<file path="src/rtl/audio_fx_pkg.sv">
//------------------------------------------------------------------------------
// audio_fx_pkg : shared mode codes, sequencer state encodings, mode decode
// Rev 1.0
//------------------------------------------------------------------------------
`default_nettype none

package audio_fx_pkg;

  localparam logic [1:0] MODE_BYPASS = 2'd0;
  localparam logic [1:0] MODE_DIST   = 2'd1;
  localparam logic [1:0] MODE_DELAY  = 2'd2;
  localparam logic [1:0] MODE_IIR    = 2'd3;

  localparam int         ST_W        = 2;
  localparam logic [1:0] ST_RUN      = 2'd0;
  localparam logic [1:0] ST_MUTE_OUT = 2'd1;
  localparam logic [1:0] ST_MUTE_IN  = 2'd2;

  // Returns {iir, delay, dist}; at most one bit set.
  function automatic logic [2:0] mode_to_fx(input logic [1:0] mode);
    logic [2:0] fx;
    case (mode)
      MODE_DIST:  fx = 3'b001;
      MODE_DELAY: fx = 3'b010;
      MODE_IIR:   fx = 3'b100;
      default:    fx = 3'b000;
    endcase
    return fx;
  endfunction

endpackage

`default_nettype wire

</file>
<file path="src/rtl/btn_debounce.sv">
//------------------------------------------------------------------------------
// btn_debounce : 2-FF synchroniser, stability counter, rising-edge request pulse
// Rev 1.0
//------------------------------------------------------------------------------
`default_nettype none

module btn_debounce #(
  parameter int unsigned DEBOUNCE_CYCLES = 50000,
  parameter int          DB_W            = 16
) (
  input  logic clk,
  input  logic rst,
  input  logic i_btn,
  output logic o_btn_req
);

  localparam logic [DB_W-1:0] c_cnt_last = DB_W'(DEBOUNCE_CYCLES - 1);

  logic            r_sync1;
  logic            r_sync2;
  logic            r_level;
  logic            r_level_q;
  logic [DB_W-1:0] r_cnt;

  // The counter only runs while the synced input disagrees with the accepted
  // level, so any bounce back to the old level restarts the stability window.
  always_ff @(posedge clk or posedge rst) begin
    if (rst) begin
      r_sync1   <= 1'b0;
      r_sync2   <= 1'b0;
      r_level   <= 1'b0;
      r_level_q <= 1'b0;
      r_cnt     <= '0;
    end else begin
      r_sync1   <= i_btn;
      r_sync2   <= r_sync1;
      r_level_q <= r_level;
      if (r_sync2 != r_level) begin
        if (r_cnt == c_cnt_last) begin
          r_level <= r_sync2;
          r_cnt   <= '0;
        end else begin
          r_cnt <= r_cnt + DB_W'(1);
        end
      end else begin
        r_cnt <= '0;
      end
    end
  end

  assign o_btn_req = r_level & ~r_level_q;

endmodule

`default_nettype wire

</file>
<file path="src/rtl/effect_mode_ctrl.sv">
//------------------------------------------------------------------------------
// effect_mode_ctrl : click-free effect mode sequencer; mode switches inside a
//                    sample-counted mute window. Rev 1.0
//------------------------------------------------------------------------------
`default_nettype none

module effect_mode_ctrl
  import audio_fx_pkg::*;
#(
  parameter int unsigned DEBOUNCE_CYCLES = 50000,
  parameter int          DB_W            = 16,
  parameter int unsigned MUTE_SAMPLES    = 64,
  parameter int          MS_W            = 7
) (
  input  logic       clk,
  input  logic       rst,
  input  logic       i_btn_next,
  input  logic       i_cfg_valid,
  input  logic [1:0] i_cfg_mode,
  output logic       o_cfg_ready,
  input  logic       i_sample_strobe,
  output logic       o_effect_dist,
  output logic       o_effect_delay,
  output logic       o_effect_iir,
  output logic [1:0] o_mode,
  output logic       o_mute,
  output logic       o_busy
);

  localparam logic [MS_W-1:0] c_cnt_last = MS_W'(MUTE_SAMPLES - 1);

  logic [ST_W-1:0] r_state;
  logic [ST_W-1:0] w_next_state;
  logic [1:0]      r_mode;
  logic [1:0]      r_target;
  logic [MS_W-1:0] r_cnt;
  logic [2:0]      r_fx;
  logic            w_btn_req;
  logic            w_cnt_done;

  btn_debounce #(
    .DEBOUNCE_CYCLES (DEBOUNCE_CYCLES),
    .DB_W            (DB_W)
  ) u_btn_debounce (
    .clk       (clk),
    .rst       (rst),
    .i_btn     (i_btn_next),
    .o_btn_req (w_btn_req)
  );

  assign w_cnt_done = i_sample_strobe && (r_cnt == c_cnt_last);

  always_ff @(posedge clk or posedge rst) begin
    if (rst) begin
      r_state <= ST_RUN;
    end else begin
      r_state <= w_next_state;
    end
  end

  // A config request always wins over a same-cycle button request.
  always_comb begin
    w_next_state = r_state;
    case (r_state)
      ST_RUN: begin
        if (i_cfg_valid) begin
          if (i_cfg_mode != r_mode) w_next_state = ST_MUTE_OUT;
        end else if (w_btn_req) begin
          w_next_state = ST_MUTE_OUT;
        end
      end
      ST_MUTE_OUT: if (w_cnt_done) w_next_state = ST_MUTE_IN;
      ST_MUTE_IN:  if (w_cnt_done) w_next_state = ST_RUN;
      default:     w_next_state = ST_RUN;
    endcase
  end

  always_comb begin
    o_cfg_ready = (r_state == ST_RUN);
    o_mute      = (r_state != ST_RUN);
    o_busy      = (r_state != ST_RUN);
  end

  // Mode is only ever updated at the MUTE_OUT -> MUTE_IN boundary.
  always_ff @(posedge clk or posedge rst) begin
    if (rst) begin
      r_mode   <= MODE_BYPASS;
      r_target <= MODE_BYPASS;
      r_cnt    <= '0;
      r_fx     <= 3'b000;
    end else begin
      r_fx <= mode_to_fx(r_mode);
      case (r_state)
        ST_RUN: begin
          r_cnt <= '0;
          if (i_cfg_valid) begin
            if (i_cfg_mode != r_mode) r_target <= i_cfg_mode;
          end else if (w_btn_req) begin
            r_target <= r_mode + 2'd1;
          end
        end
        ST_MUTE_OUT: begin
          if (i_sample_strobe) begin
            if (r_cnt == c_cnt_last) begin
              r_cnt  <= '0;
              r_mode <= r_target;
            end else begin
              r_cnt <= r_cnt + MS_W'(1);
            end
          end
        end
        ST_MUTE_IN: begin
          if (i_sample_strobe) begin
            if (r_cnt == c_cnt_last) r_cnt <= '0;
            else                     r_cnt <= r_cnt + MS_W'(1);
          end
        end
        default: r_cnt <= '0;
      endcase
    end
  end

  assign o_effect_dist  = r_fx[0];
  assign o_effect_delay = r_fx[1];
  assign o_effect_iir   = r_fx[2];
  assign o_mode         = r_mode;

endmodule

`default_nettype wire

</file>
<file path="config.mk">
export PLATFORM = sky130hd
export DESIGN_NAME = effect_mode_ctrl
export DESIGN_NICKNAME = d
export VERILOG_FILES = /design/src/rtl/audio_fx_pkg.sv /design/src/rtl/btn_debounce.sv /design/src/rtl/effect_mode_ctrl.sv
export SDC_FILE = /design/constraint.sdc
export NUM_CORES = 1
export LEC_CHECK = 0
export CAP_MARGIN = 25
export CORE_UTILIZATION = 51
export CTS_BUF_LIST = sky130_fd_sc_hd__clkbuf_16
export DETAILED_ROUTE_END_ITERATION = 10
export PLACE_DENSITY = 0.74
export SKIP_CTS_REPAIR_TIMING = 1
export SLEW_MARGIN = 20
export SYNTH_ARGS = -nofsm -noshare
export SYNTH_HDL_FRONTEND = slang
export SYNTH_HIERARCHICAL = 1
export SYNTH_SLANG_ARGS = --single-unit
</file>
<file path="constraint.sdc">
create_clock -name clk -period 1.9 [get_ports clk]
set_input_delay 0.475 -clock clk [delete_from_list [all_inputs] [get_ports clk]]
set_output_delay 0.475 -clock clk [all_outputs]
set_load 0.05 [all_outputs]
</file>
==> summary.md, run 1 <==
| Metric | Value |
|---|---|
| Status | `complete, no violations` |
| Slowest cell on crit path | `dfrtp_1` |
| Worst Reg-to-Reg Cells | `5` |
| Placed instance count | `226` |
| CTS tree | `built` |
| Distinct cell type count after synthesis | `34` |
| Top post-synthesis cells by count | `36 x dfrtp_1, 22 x nor2_1, 19 x xnor2_1, 10 x ha_1, 10 x inv_1` |
| Max Clk Rate | `roughly 550 MHz` |
| Rel. slew slack | `between 70 and 80%` |
| Worst hold start | `u_btn_debounce/r_sync1` |
| Root buf cell | `clkbuf_16` |
| Via density | `~5.2` |
| CP Class | `flip-flop to flip-flop` |
| Max FO, Critical Path | `3` |
| Hold Vio Cnt, Final | `0` |
| IO buf count | `14` |
| Clock skew | `~0.0072 ns` |
| WHS Endpoint | `u_btn_debounce/r_sync2` |
| Diodes inserted | `0` |
| Ranking of synthesized cells by area | `dfrtp_1 49%, xnor2_1 9.0%, ha_1 6.7%, nor2_1 4.5%, mux2_2 4.2%` |
| Core outline area | `~3400 um2` |
| Pleak | `just over 1 nW` |
| Period utilization | `a little over nine tenths` |
| Max Slew Vio Count | `0` |
| Chip width | `62.3 um` |
| Later-pin clock latency in the skew report | `between 0.2 and 0.3 ns` |
| Hold depth | `0` |
| Share of the synthesized area in the top cell type | `about half` |
| DIE HEIGHT | `a little over 60 um` |
| Ys async rst share | `100%` |
| Largest family of logic cells by synthesized area | `simple AND/OR/NAND/NOR gates` |
| Reg2reg start | `r_cnt[0]` |
| GR Util met2 | `31.9%` |
| Worst Setup Start Kind | `flip-flop` |
| Sequential fraction of the synthesis area | `48.6%` |
| CTS clock-pin slew for the worst setup and hold paths | `0.05 ns` |
| DP HPWL | `approximately 2.4 mm` |
| CTS Buf Count | `5` |
| Post-DRT Antenna Nets | `0` |
| Synth warnings | `6` |
| Largest net degree at the start of global routing | `21` |
| RSZ-0062 raised after global routing | `no` |
| Final #Nets | `between 200 and 250` |
| First-pass GRT wire length | `approximately 5.8 mm` |
| Starting Density | `54.3%` |
| Post-Synth Simple-Gate Area | `about a quarter` |
| CP required | `between 2 and 2.5 ns` |
| Vias in the first global route | `1293` |
| Number of synthesized flops with an enable pin | `0` |
| Peak VDD IR | `0.684 mV` |
| Worst reg-to-reg setup slack | `0.09 ns` |
| Mapped Area | `between 1500 and 2000 um2` |
| WP data arrival | `a little under 2 ns` |
| Met1 Use GR | `24.1%` |
| Grt ovf | `0` |
| Overall Global Routing Usage | `19.5%` |
| Area Growth Syn to Fin | `23.8%` |
| Power per standard cell area | `approximately 1200 nW/um2` |
| Gate Count Post-Synth | `between 150 and 200` |
| Final Wtd Congestion | `approximately 0.81` |
| Post-Syn Nets | `180` |
| Multiplexer area fraction after synthesis | `4.25%` |
| Worst Max-Slew Pin Slew | `about 0.34 ns` |
| Grt peak-use layer | `met2` |
| Clock sink count | `36` |
| Top-count cell post-synth | `dfrtp_1` |
| First-pass iteration count of the detailed router | `4` |
| H-tree depth | `2` |
| # rows | `21` |
| Max_cap viols | `0` |
| GR Layer Usage met3 | `~5.7%` |
| IO Pins | `15` |
| Area leader, netlist | `dfrtp_1` |
| Type of the most critical hold path | `flip-flop to flip-flop` |
| Synth Area in XOR/XNOR | `about a tenth` |
| Routed wire per std cell | `14.0 um` |
| Vias | `between 1000 and 1500` |
| Avg Cell Area, Syn | `around 11 um2` |
| Share of post-route cells with drive strength above 1 | `25.0%` |
| Hold_ws | `0.354 ns` |
| Synth Area in Adders | `just under 7%` |
| Die area | `3880 um2` |
| Final wirelength | `approximately 3.3 mm` |
| Compound-Gate Fraction of Synth Area | `3.03%` |
| RR Endpoint | `r_state[1]` |
| CP startpoint | `r_cnt[0]` |
| Clk buf depth | `2` |
| Synthesized flop and latch total | `36` |
| Detailed Route Iter0 Violations | `between 40 and 50` |
| Crit. End Element | `flip-flop` |
| Initial antenna violation count | `0` |
| Cell Count, Final, Fillers Out | `about 230` |
| Fin crit period | `approximately 1.8 ns` |
| DR DRC count | `0` |
| Cell breakdown of the critical path | `ha_2 > nand4_2 > or3_4 > a221oi_4 > mux2_4` |
| Most used DFF post-synth | `dfrtp_1` |
| Crit path largest cell delay | `between 0.3 and 0.4 ns` |
| Count of final setup violators | `0` |
## routing by layer
layer,wire length [um],up-vias
met4,37,0
met5,0,-
li1,-,601
met1,1570,601
met2,1570,17
met3,102,4
## cells by family after synthesis
group / after synthesis
simple gates: 69
flops: 36
xor+xnor: 22
buf+inv: 12
fa+ha+maj: 10
compound gates: 7
mux: 7
## how the worst max path moves through the flow
stage                            end  cells after the start
after floorplan               o_mute                      4
after global placement    r_state[1]                      5
after detailed placement  r_state[1]                      5
after CTS                 r_state[1]                      5
after global routing      r_state[0]                      5
final                     r_state[1]                      5
## critical path, delay by kind of cell (launching register included)
family	cells	cell delay, ns
and+or+nand+nor	2	0.46
DFF	1	0.39
muxes	1	0.33
AOI/OAI and AO/OA	1	0.29
adders and majority gates	1	0.22
## area by class of cell
cell class	count	area [um2]
timing repair buffer	19	198
clock buffer	5	125
fill	264	1120
sequential	36	901
tap	46	57.6
multi-input combinational	115	932
clock inverter	3	42.5
inverter	10	41.3
## through the flow
step                      setup TNS [ns]  utilization, %  area (um2)  power, W  worst slack (ns)
after floorplan                        0               -        1870   0.00141            0.0467
after global placement            -0.713            61.6        2110   0.00165            -0.329
after detailed placement          -0.921            61.6        2110   0.00168            -0.379
after CTS                         -0.178            66.6        2270   0.00261           -0.0914
after global routing                   0            67.3        2300   0.00277          0.000672
final                                  0            67.3        2300   0.00265            0.0902
## power breakdown
part	switching (W)	internal, W	total, W
Combinational	0.000423	0.000416	0.000838
Sequential	0.0000605	0.000836	0.000897
Clock	0.000301	0.000615	0.000916
## registers in the layout (all words and copies together), names as in the netlist
| signal | cells |
|---|---|
| u_btn_debounce/r_sync1 | 1 |
| r_fx | 3 |
| r_cnt | 7 |
| u_btn_debounce/r_level | 1 |
| r_target | 2 |
| u_btn_debounce/r_level_q | 1 |
| r_state | 2 |
| u_btn_debounce/r_cnt | 16 |
| o_mode | 2 |
| u_btn_debounce/r_sync2 | 1 |
## cell usage in the layout (no fill, tap or decap), drive strengths merged, types with 3 or more instances in the layout
cell type	count
nand4	5
dfrtp	36
o21ai	3
and3	3
xor2	3
inv	9
xnor2	19
clkdlybuf4s50	5
buf	13
nand2	10
ha	10
nand3	8
clkbuf	5
nor2	22
nor3	6
mux2	7
nor4	5
Note: power is estimated with default switching activity, not from simulation.
==> inputs of run 2 (changes only) <==
--- a/config.mk
+++ b/config.mk
@@ -10,7 +10,6 @@
 export CTS_BUF_LIST = sky130_fd_sc_hd__clkbuf_16
 export DETAILED_ROUTE_END_ITERATION = 10
 export PLACE_DENSITY = 0.74
-export SKIP_CTS_REPAIR_TIMING = 1
 export SLEW_MARGIN = 20
 export SYNTH_ARGS = -nofsm -noshare
 export SYNTH_HDL_FRONTEND = slang
==> summary.md, run 2 (synthesis results as in run 1) <==
| Metric | Value |
|---|---|
| Cell breakdown of the critical path | `ha_2 > nand4_2 > or3_4 > a221oi_4 > mux2_4` |
| Int Pwr | `roughly 0.0019 W` |
| Core outline area | `about 3400 um2` |
| Vias in the first global route | `1300` |
| Routed wire per std cell | `about 14 um` |
| Type of the most critical hold path | `flip-flop to flip-flop` |
| Power per standard cell area | `about 1200 nW/um2` |
| Max FO, Critical Path | `3` |
| # rows | `21` |
| Starting Density | `between 50% and 60%` |
| Hold depth | `0` |
| Clock sink count | `36` |
| Setup WS pre-CTS | `-0.379 ns` |
| Count of final setup violators | `0` |
| Worst Setup Start Kind | `flip-flop` |
| Max Slew Vio Count | `0` |
| Area Growth Syn to Fin | `24.0%` |
| Via density | `5.21` |
| DP HPWL | `between 2 and 2.5 mm` |
| Rel. slew slack | `between 70 and 80%` |
| IO Pins | `15` |
| Sequential Area | `about 900 um2` |
| Hold_ws | `between 0.3 and 0.4 ns` |
| Worst Setup Slack, final | `0.0905 ns` |
| Final Wtd Congestion | `0.808` |
| WP data arrival | `slightly below 2 ns` |
| Grt peak-use layer | `met2` |
| Gate power share | `between 30% and 40%` |
| CTS clock-pin slew for the worst setup and hold paths | `about 0.05 ns` |
| Worst Reg-to-Reg Cells | `5` |
| Clk buf depth | `2` |
| Die area | `between 3000 and 4000 um2` |
| Max Clk Rate | `around 550 MHz` |
| WHS Endpoint | `u_btn_debounce/r_sync2` |
| Slowest cell on crit path | `dfrtp_1` |
| Pleak | `just over 1 nW` |
| H-tree depth | `2` |
| Cell Count, Final, Fillers Out | `about 240` |
| Crit. End Element | `flip-flop` |
| CTS Buf Count | `5` |
| Largest net degree at the start of global routing | `21` |
| Biggest regs | `u_btn_debounce/r_cnt x16, r_cnt x7, r_fx x3` |
| Initial antenna violation count | `0` |
| Status | `complete, no violations` |
| Leading cell type in the layout, fill and taps excluded | `dfrtp_1` |
| DIE HEIGHT | `around 62 um` |
| GR Layer Usage met3 | `between 5 and 6%` |
| Max_cap viols | `0` |
| Final wirelength | `3.28 mm` |
| RSZ-0062 raised after global routing | `no` |
| Vias | `~1200` |
| Detailed Route Iter0 Violations | `52` |
| Clk network pwr share | `roughly 35%` |
| Overall Global Routing Usage | `19.5%` |
| Switching pwr | `approximately 0.00078 W` |
| Grt ovf | `0` |
| Seq pwr share | `around a third` |
| GR Util met2 | `31.9%` |
| First-pass iteration count of the detailed router | `4` |
| CP required | `between 2 and 2.5 ns` |
| Chip width | `just over 60 um` |
| RR Endpoint | `r_state[1]` |
| Post-DRT Antenna Nets | `0` |
| DR DRC count | `0` |
| Crit path largest cell delay | `0.37 ns` |
| Largest register FFs | `16` |
| First-pass GRT wire length | `just under 6 mm` |
| Diodes inserted | `0` |
| Share of post-route cells with drive strength above 1 | `roughly a quarter` |
| Clock skew | `about 0.0072 ns` |
| Worst hold start | `u_btn_debounce/r_sync1` |
| Met1 Use GR | `24.4%` |
| IO buf count | `14` |
| Fillers | `around 260` |
| Worst Max-Slew Pin Slew | `between 0.3 and 0.4 ns` |
| Switching share of power | `between 20 and 30%` |
| Most frequent cells in the layout | `36 x dfrtp_1, 22 x nor2_1, 19 x xnor2_1, 11 x buf_4, 9 x nand2_1` |
| Fin crit period | `1.81 ns` |
| Area occupied by multi-input gates | `approximately 930 um2` |
| Biggest register | `u_btn_debounce/r_cnt` |
| Worst reg-to-reg setup slack | `around 0.090 ns` |
| CTS tree | `built` |
| CP Class | `flip-flop to flip-flop` |
| Final #Nets | `roughly 210` |
| Later-pin clock latency in the skew report | `~0.28 ns` |
| Period utilization | `between 90% and 100%` |
| Root buf cell | `clkbuf_16` |
| Placed instance count | `between 200 and 250` |
| Reg2reg start | `r_cnt[1]` |
| Peak VDD IR | `around 0.7 mV` |
| Hold Vio Cnt, Final | `0` |
[run 2: cell types whose count changed in the layout (fill, tap and decap cells not counted)]
cell,change
dlygate4sd2_1,+1
buf_4,+1
dlymetal6s2s_1,-1
[run 2: cell type report]
cell class | count | share of cell area, %
multi-input cells | 115 | 40.5
inverters | 10 | 1.79
clock inverters | 3 | 1.85
clock buffers | 5 | 5.44
well taps | 46 | 2.50
flip-flops and latches | 36 | 39.2
repair buffers | 20 | 8.75
[run 2: metrics by stage]
stage	util (%)	total power, W	area, um2	setup TNS (ns)
detailed placement	61.6	0.00168	2110	-0.921
global route	67.4	0.00278	2300	0
global placement	61.6	0.00165	2110	-0.713
finish	67.4	0.00266	2300	0
floorplan	-	0.00141	1870	0
CTS	67.1	0.00267	2290	0
[run 2: routing by layer]
| metal | wire length (um) | share of wire, % |
|---|---|---|
| met1 | 1570 | 48 |
| met2 | 1570 | 48 |
| met5 | 0 | 0 |
| met4 | 37 | 1.1 |
| met3 | 102 | 3.1 |
[run 2: power by group through the flow]
stage	registers (W)	clock network, W	logic, W
5_1_grt	0.000901	0.000969	0.000906
3_3_place_gp	0.000897	0	0.000754
2_1_floorplan	0.000891	0	0.000519
3_5_place_dp	0.000905	0	0.000775
6_report	0.000893	0.000916	0.000848
4_1_cts	0.000892	0.000939	0.000844
[run 2: what timing repair did]
action                     4_1_cts  5_1_grt
resized for setup                4        3
pin swaps                        2        1
hold buffers                     0        0
setup endpoints to repair        2        4
setup buffers                    0        1
[run 2: worst max-delay path, delay by kind of cell, from the launching register on]
family	cells	cell delay [ns]
muxes	1	0.33
adders and majority gates	1	0.21
and+or+nand+nor	2	0.46
DFF	1	0.37
AOI/OAI and AO/OA	1	0.31
[run 2: worst max path at each step]
stage                    start  depth (start not counted)         end
5_1_grt               r_cnt[1]                          5  r_state[0]
2_1_floorplan       r_state[0]                          4      o_mute
3_3_place_gp   i_sample_strobe                          5  r_state[1]
3_5_place_dp   i_sample_strobe                          5  r_state[1]
6_report              r_cnt[1]                          5  r_state[1]
4_1_cts             r_state[0]                          4      o_busy
